[src/rtl/uart_frame_parser.sv]
// uart_frame_parser
//   Assembles 5-byte command frames (HDR, CMD, ADDR, DATA, CHK) from the UART
//   receiver byte stream. CHK is CMD+ADDR+DATA modulo 256. Good frames are
//   presented on a valid/ready output register. Checksum errors, inter-byte
//   timeouts and output overflow are reported as one-cycle pulses.
//
//   Handshake: cmd_vld rises with cmd/addr/data valid and holds them stable
//   until the cycle in which cmd_vld && cmd_rdy is sampled by a rising clk edge;
//   cmd_rdy has no effect while cmd_vld is low.
//
// Ports
//   clk      in   1  system clock
//   rst      in   1  asynchronous, active-high reset
//   rx_dout  in   8  received byte
//   rx_vld   in   1  one-cycle pulse, rx_dout valid
//   cmd_rdy  in   1  consumer ready
//   cmd_vld  out  1  frame held on cmd/addr/data
//   cmd      out  8  CMD field
//   addr     out  8  ADDR field
//   data     out  8  DATA field
//   err_chk  out  1  checksum mismatch pulse
//   err_tmo  out  1  inter-byte timeout pulse
//   err_ovf  out  1  good frame dropped because output still occupied
module uart_frame_parser #(
    parameter logic [7:0] HDR     = 8'hA5,
    parameter int         TMO_CYC = 100000,
    parameter int         TMO_W   = 17
) (
    input  logic       clk,
    input  logic       rst,
    input  logic [7:0] rx_dout,
    input  logic       rx_vld,
    input  logic       cmd_rdy,
    output logic       cmd_vld,
    output logic [7:0] cmd,
    output logic [7:0] addr,
    output logic [7:0] data,
    output logic       err_chk,
    output logic       err_tmo,
    output logic       err_ovf
);

    typedef enum logic [2:0] {
        IDLE   = 3'd0,
        S_CMD  = 3'd1,
        S_ADDR = 3'd2,
        S_DATA = 3'd3,
        S_CHK  = 3'd4
    } state_t;

    localparam logic [TMO_W-1:0] TMO_LAST = TMO_W'(TMO_CYC - 1);

    state_t           state;
    state_t           state_next;
    logic [TMO_W-1:0] tmo_cnt;
    logic [7:0]       sum;
    logic [7:0]       cmd_s;
    logic [7:0]       addr_s;
    logic [7:0]       data_s;
    logic             tmo_hit;
    logic             chk_good;
    logic             chk_bad;
    logic             load;
    logic             ovf;

    always_ff @(posedge clk or posedge rst) begin
        if (rst) begin
            state <= IDLE;
        end else begin
            state <= state_next;
        end
    end

    always_comb begin
        state_next = state;
        // A byte arriving in the terminal cycle suppresses the timeout.
        tmo_hit    = (state != IDLE) && !rx_vld && (tmo_cnt == TMO_LAST);
        chk_good   = (state == S_CHK) && rx_vld && (rx_dout == sum);
        chk_bad    = (state == S_CHK) && rx_vld && (rx_dout != sum);
        // The slot is free if empty or being drained in this very cycle.
        load       = chk_good && (!cmd_vld || cmd_rdy);
        ovf        = chk_good && cmd_vld && !cmd_rdy;
        if (tmo_hit) begin
            state_next = IDLE;
        end else if (rx_vld) begin
            case (state)
                IDLE:    state_next = (rx_dout == HDR) ? S_CMD : IDLE;
                S_CMD:   state_next = S_ADDR;
                S_ADDR:  state_next = S_DATA;
                S_DATA:  state_next = S_CHK;
                S_CHK:   state_next = IDLE;
                default: state_next = IDLE;
            endcase
        end
    end

    // Inter-byte timeout counter; idle outside a frame.
    always_ff @(posedge clk or posedge rst) begin
        if (rst) begin
            tmo_cnt <= '0;
        end else if (state == IDLE || rx_vld || tmo_hit) begin
            tmo_cnt <= '0;
        end else begin
            tmo_cnt <= tmo_cnt + 1'b1;
        end
    end

    // Shadow registers and running checksum.
    always_ff @(posedge clk or posedge rst) begin
        if (rst) begin
            sum    <= 8'h00;
            cmd_s  <= 8'h00;
            addr_s <= 8'h00;
            data_s <= 8'h00;
        end else if (rx_vld) begin
            case (state)
                IDLE: if (rx_dout == HDR) sum <= 8'h00;
                S_CMD: begin
                    cmd_s <= rx_dout;
                    sum   <= sum + rx_dout;
                end
                S_ADDR: begin
                    addr_s <= rx_dout;
                    sum    <= sum + rx_dout;
                end
                S_DATA: begin
                    data_s <= rx_dout;
                    sum    <= sum + rx_dout;
                end
                default: ;
            endcase
        end
    end

    // Output register and error pulses.
    always_ff @(posedge clk or posedge rst) begin
        if (rst) begin
            cmd_vld <= 1'b0;
            cmd     <= 8'h00;
            addr    <= 8'h00;
            data    <= 8'h00;
            err_chk <= 1'b0;
            err_tmo <= 1'b0;
            err_ovf <= 1'b0;
        end else begin
            if (load) begin
                cmd_vld <= 1'b1;
                cmd     <= cmd_s;
                addr    <= addr_s;
                data    <= data_s;
            end else if (cmd_rdy) begin
                cmd_vld <= 1'b0;
            end
            err_chk <= chk_bad;
            err_tmo <= tmo_hit;
            err_ovf <= ovf;
        end
    end

endmodule
[config.mk]
export PLATFORM = sky130hd
export DESIGN_NAME = uart_frame_parser
export DESIGN_NICKNAME = d
export VERILOG_FILES = /design/src/rtl/uart_frame_parser.sv
export SDC_FILE = /design/constraint.sdc
export NUM_CORES = 1
export LEC_CHECK = 0
export ABC_AREA = 1
export BUFFER_PORTS_ARGS = -buffer_cell sky130_fd_sc_hd__buf_2
export CAP_MARGIN = 25
export CORE_UTILIZATION = 53
export CTS_CLUSTER_SIZE = 10
export DETAILED_ROUTE_END_ITERATION = 16
export GPL_ROUTABILITY_DRIVEN = 0
export PLACE_DENSITY = 0.73
export SLEW_MARGIN = 20
export SYNTH_ARGS = -nofsm -noshare
export SYNTH_HDL_FRONTEND = slang
export SYNTH_SLANG_ARGS = --single-unit
[constraint.sdc]
create_clock -name clk -period 2.2 [get_ports clk]
set_input_delay 0.22 -clock clk [delete_from_list [all_inputs] [get_ports clk]]
set_output_delay 0.22 -clock clk [all_outputs]
set_load 0.005 [all_outputs]
* After elaboration in Yosys (flattened, before gate mapping) *
Index checks and enable logic that the tools add are counted.

storage, ports and cells
  register bits = 80
  bits of input ports = 12
  output and inout bits = 28
  logic and storage cells = 57

cells by class
  add/sub/neg operators = 2
  eq/ne operators = 9
  muxes and demuxes = 9
  reductions and logical operators = 24

operators by type and width
  operator                                             count
  adder 17 x 1 -> 17 bit, second input constant        1
  equality test 17 bit, second input constant          1
  2-to-1 mux 17 bit                                    1
  one-hot mux 8 bit (2 select lines)                   1
  one-hot mux 3 bit (4 select lines)                   1
  adder 8 bit                                          1
  equality test 8 bit                                  1
  equality test 8 bit, second input constant           1
  logical AND 1 bit                                    8
  2-to-1 mux 8 bit                                     1
  != test 8 bit                                        1
  equality test 3 x 2 -> 1 bit, second input constant  2
  2-to-1 mux 3 bit                                     2
  AND reduction 2 bit                                  3
  nonzero test 2 bit                                   3
  equality test 3 x 1 -> 1 bit, second input constant  1
  equality test 3 bit, second input constant           1
  logical NOT 1 bit                                    3
  logical NOT 3 bit                                    1
  logical OR 1 bit                                     3
  2-to-1 mux 1 bit                                     3
  AND reduction 3 bit                                  1
  nonzero test 3 bit                                   1
  OR reduction 3 bit                                   1
  != test 2 bit, second input constant                 1

* Depth between registers and ports, before layout *
  depth after elaboration = 5
  mapped depth = 10
  gate-level depth less buffers = 9

* Worst setup path after synthesis *
OpenSTA, ideal clock, no wires.

  path type = reg-to-reg
  from = register sum[3]
  to = register cmd[4]
  setup time = 0.118 ns
  data arrival time = 1.517 ns
  data required time = 2.082 ns
  path slack = 0.565 ns
  cell stages (with the launch flop) = 11
  buffers on the path = 1
  period minus slack after synthesis = 1.635 ns
  cells stage by stage = dfrtp_1 ha_1 nor2_1 nand2_1 nor2_2 nand2_2 nor2_8 nand2_4 buf_6 nand2_1 nand2_1

on the way
  longest elaborated chain between the ends = 3

ends and longest elaborated chain
  item                      RTL line  source
  start: declaration        56        logic [7:0] sum;
  start signal: assignment  120       sum <= sum + rx_dout;
  start signal: assignment  124       sum <= sum + rx_dout;
  start signal: assignment  128       sum <= sum + rx_dout;
  equality test 8 bit       78        chk_good = (state == S_CHK) && rx_vld && (rx_dout == sum);
  logical AND 1 bit         78
  logical AND 1 bit         81        load = chk_good && (!cmd_vld || cmd_rdy);
  end signal: assignment    148       cmd <= cmd_s;
  end: declaration          35        output logic [7:0] cmd,

No other way between the ends.
A chain may end at the register's enable or synchronous reset.

* Worst setup path in the final report *
  from = register sum[3]
  to = register data[3]

on the way
  longest elaborated chain between the ends = 3

ends and longest elaborated chain
  item                    RTL line  source
  equality test 8 bit     78
  logical AND 1 bit       78
  logical AND 1 bit       81
  end signal: assignment  150       data <= data_s;
  end: declaration        37        output logic [7:0] data,

No other way between the ends.

==> run summary <==
Unique masters post-synth = 28
P per Cell Area = 952 nW/µm²
worst vdd ir = 381 µV
FF+latch count, synth = 80
crit path max-delay cell type = dfrtp_1
Ys Warns = 0
Clock Root Buffer = clkbuf_8
drt first pass iters = 4
synthesis-to-layout area growth = 13.1%
CP Data Required Time = 2500 ps
DP Area = 4120 µm²
most frequent cells in the layout = 147 x nand2_1, 80 x dfrtp_1, 51 x inv_1, 44 x nand3_1, 43 x nor2_1
Hold Path Class = in2reg
Leakage = 2.32 nW
Avg Cell Area, Syn = 8.30 µm²
Num CTS Buffers = 9
Die Y = 86.9 µm
vias per cell = 5.07
Compound-Gate Fraction of Synth Area = 5.41%
simple-gate share of the synthesized area = 28.5%
total die area = 7550 µm²
mux cell area share after synthesis = 0%
Seq pwr share = 48.1%
setup slack, reg-to-reg = 330 ps
Clock power frac = 24.8%
Initial DRC Count = 136
CTS tree = done
Internal = 0.00265 W
worst-case clock buffer depth = 2
Rows = 30
sw frac = 35.5%
layout cell share with drive strength beyond 1 = 14.7%
critical path class = reg2reg
Post-Syn Nets = 481
crit-path cells = ha_1 -> nor2_1 -> nand2_1 -> nor2_2 -> nand2_2 -> nor2_8 -> buf_4 -> nand3_1 -> nand2_1
RSZ-0062 raised after global routing = no
DRC violations left = 0
critical path arrival = 2170 ps
Max Slew Vio Count = 0
final WL = 7620 µm
xor and xnor fraction of the mapped netlist area = 3.41%
status = completed
Design Area, Final = 4320 µm²
MaxCap Viol Count = 0
CTS sink cnt = 80
grt ovf = 0
clock skew after layout = 11.6 ps
FILL cells = 602
Synth Area in Adders = 3.15%
largest net degree at the start of global routing = 31
global-route wire length before repair = 12900 µm
Syn Inst Count = 460
commonest non-fill, non-tap cell in the layout = nand2_1
Port Buf Inserts = 39
share of flip-flops with an asynchronous set or reset = 100%
type of element capturing the critical path = flip-flop
Comb pwr share = 27.1%
Max Clk Rate = 535 MHz
vias in the first global route = 2860
Vias = 3080
CP max FO = 18
ys flop type = dfrtp_1
setup TNS = 0 ps
layout net count = 527
Die X-Extent = 86.9 µm
n_diodes = 0
mapped cell area = 3820 µm²
postcts setup bufs = 0
initial antenna violation count = 0
GRT Overall Usage = 22.6%
Initial Util = 55.6%
Net Sw Power = 0.00146 W
clock latency on the worst-skew pair = 360 ps
WL per Instance = 12.6 µm
num ports = 40
post-synthesis sequential area ratio = 52.4%
antenna viol nets, final = 0
Post-synth EDFFs = 0
clock input transition at the sequential cells of the worst setup and hold paths = 90 ps
CP Launch Type = flip-flop
Final Cycle Share = 85.0%
max incr delay on CP = 380 ps
minimum clock period = 1870 ps
H-tree depth = 3
largest family of logic cells by synthesized area = simple AND/OR/NAND/NOR gates
# setup viols final = 0
Slew @ Worst Pin = 522 ps
dpl hpwl = 5580 µm
crit-path most repeated cell = nand2_1
core area = 6870 µm²
Fin. Hold Viols = 0
Slew HR = 65.1%
through the flow:
stage | util (%) | setup WS, ps | power [W] | instances | hold slack, ps
finish | 62.9 | 331 | 0.00411 | 607 | 208
global route | 62.9 | 197 | 0.00443 | 607 | 210
CTS | 62.9 | 364 | 0.00414 | 607 | 195
detailed placement | 60.0 | 374 | 0.00311 | 590 | 268
global placement | 60.0 | 423 | 0.00307 | 590 | 262
floorplan | - | 565 | 0.00286 | 460 | 375
synthesized netlist by cell type (all sizes together) (3+ instances only):
cell type	count	area, µm²
a21oi	8	40.0
buf	6	53.8
clkbuf	4	15.0
dfrtp	80	2000
ha	8	100
inv	54	203
nand2	151	582
nand3	47	250
nand4	5	31.3
nor2	47	210
nor3	3	15.0
o21ai	28	140
o22ai	3	18.8
xnor2	3	33.8
xor2	11	96.3
power by group through the flow:
stage,combinational (W),clock [W],sequential [W]
global placement,0.00107,0,0.00200
floorplan,0.000904,0,0.00196
finish,0.00111,0.00102,0.00198
CTS,0.00111,0.00105,0.00198
detailed placement,0.00111,0,0.00200
global route,0.00130,0.00111,0.00202
timing repair:
| action | in CTS | in global routing |
|---|---|---|
| hold buffers | 1 | 0 |
| hold endpoints to repair | 17 | 0 |
| gates resized for setup | 0 | 0 |
| endpoints found under the setup margin | 0 | 0 |
state kept, by name, summed over array words and instances, names as in the netlist:
register,flops
addr_s,8
addr,8
sum,8
cmd,8
data_s,8
cmd_vld,1
tmo_cnt,17
err_chk,1
err_tmo,1
data,8
state,3
err_ovf,1
cmd_s,8
cell families (layout without fill, tap and decap cells):
kind of cell / after synthesis / in the layout
adder cells (fa/ha/maj): 9 / 9
AO/OA/AOI/OAI: 40 / 40
XOR/XNOR: 14 / 14
AND/OR/NAND/NOR: 253 / 253
flip-flops: 80 / 80
buffers and inverters: 64 / 115
final cells by class:
type	instances	area, µm²	share of cell area, %
Multi-Input combinational cell	316	1550	35.8
Clock inverter	6	51.3	1.19
Clock buffer	10	138	3.19
Timing Repair Buffer	45	255	5.91
Inverter	54	206	4.78
Tap cell	96	120	2.78
Sequential cell	80	2000	46.4
worst max-delay path: cells and delay by family, from the launching register on:
family                     cells  cell delay (ps)
adders and majority gates      1              340
buffers and inverters          1              250
DFF                            1              380
and+or+nand+nor                7              840
metal layers:
layer	vias to the layer above	GRT usage (%)	part of all wire, %
li1	1543	-	-
met1	1451	28.8	47
met2	69	36.9	47
met3	17	4.64	3.4
met4	0	11.2	2.5
met5	-	0	0
worst paths after layout:
check,start,end,depth (start not counted)
min in group asynchronous,rst,data_s[5],3
hold / removal,rx_dout[0],data_s[0],3
setup reg to reg,sum[3],data[3],9
max in group asynchronous,rst,cmd[4],4
setup / recovery,sum[3],data[3],9
hold reg to reg,cmd[0],cmd[0],2
No activity file was read; power rests on OpenSTA's default activity.
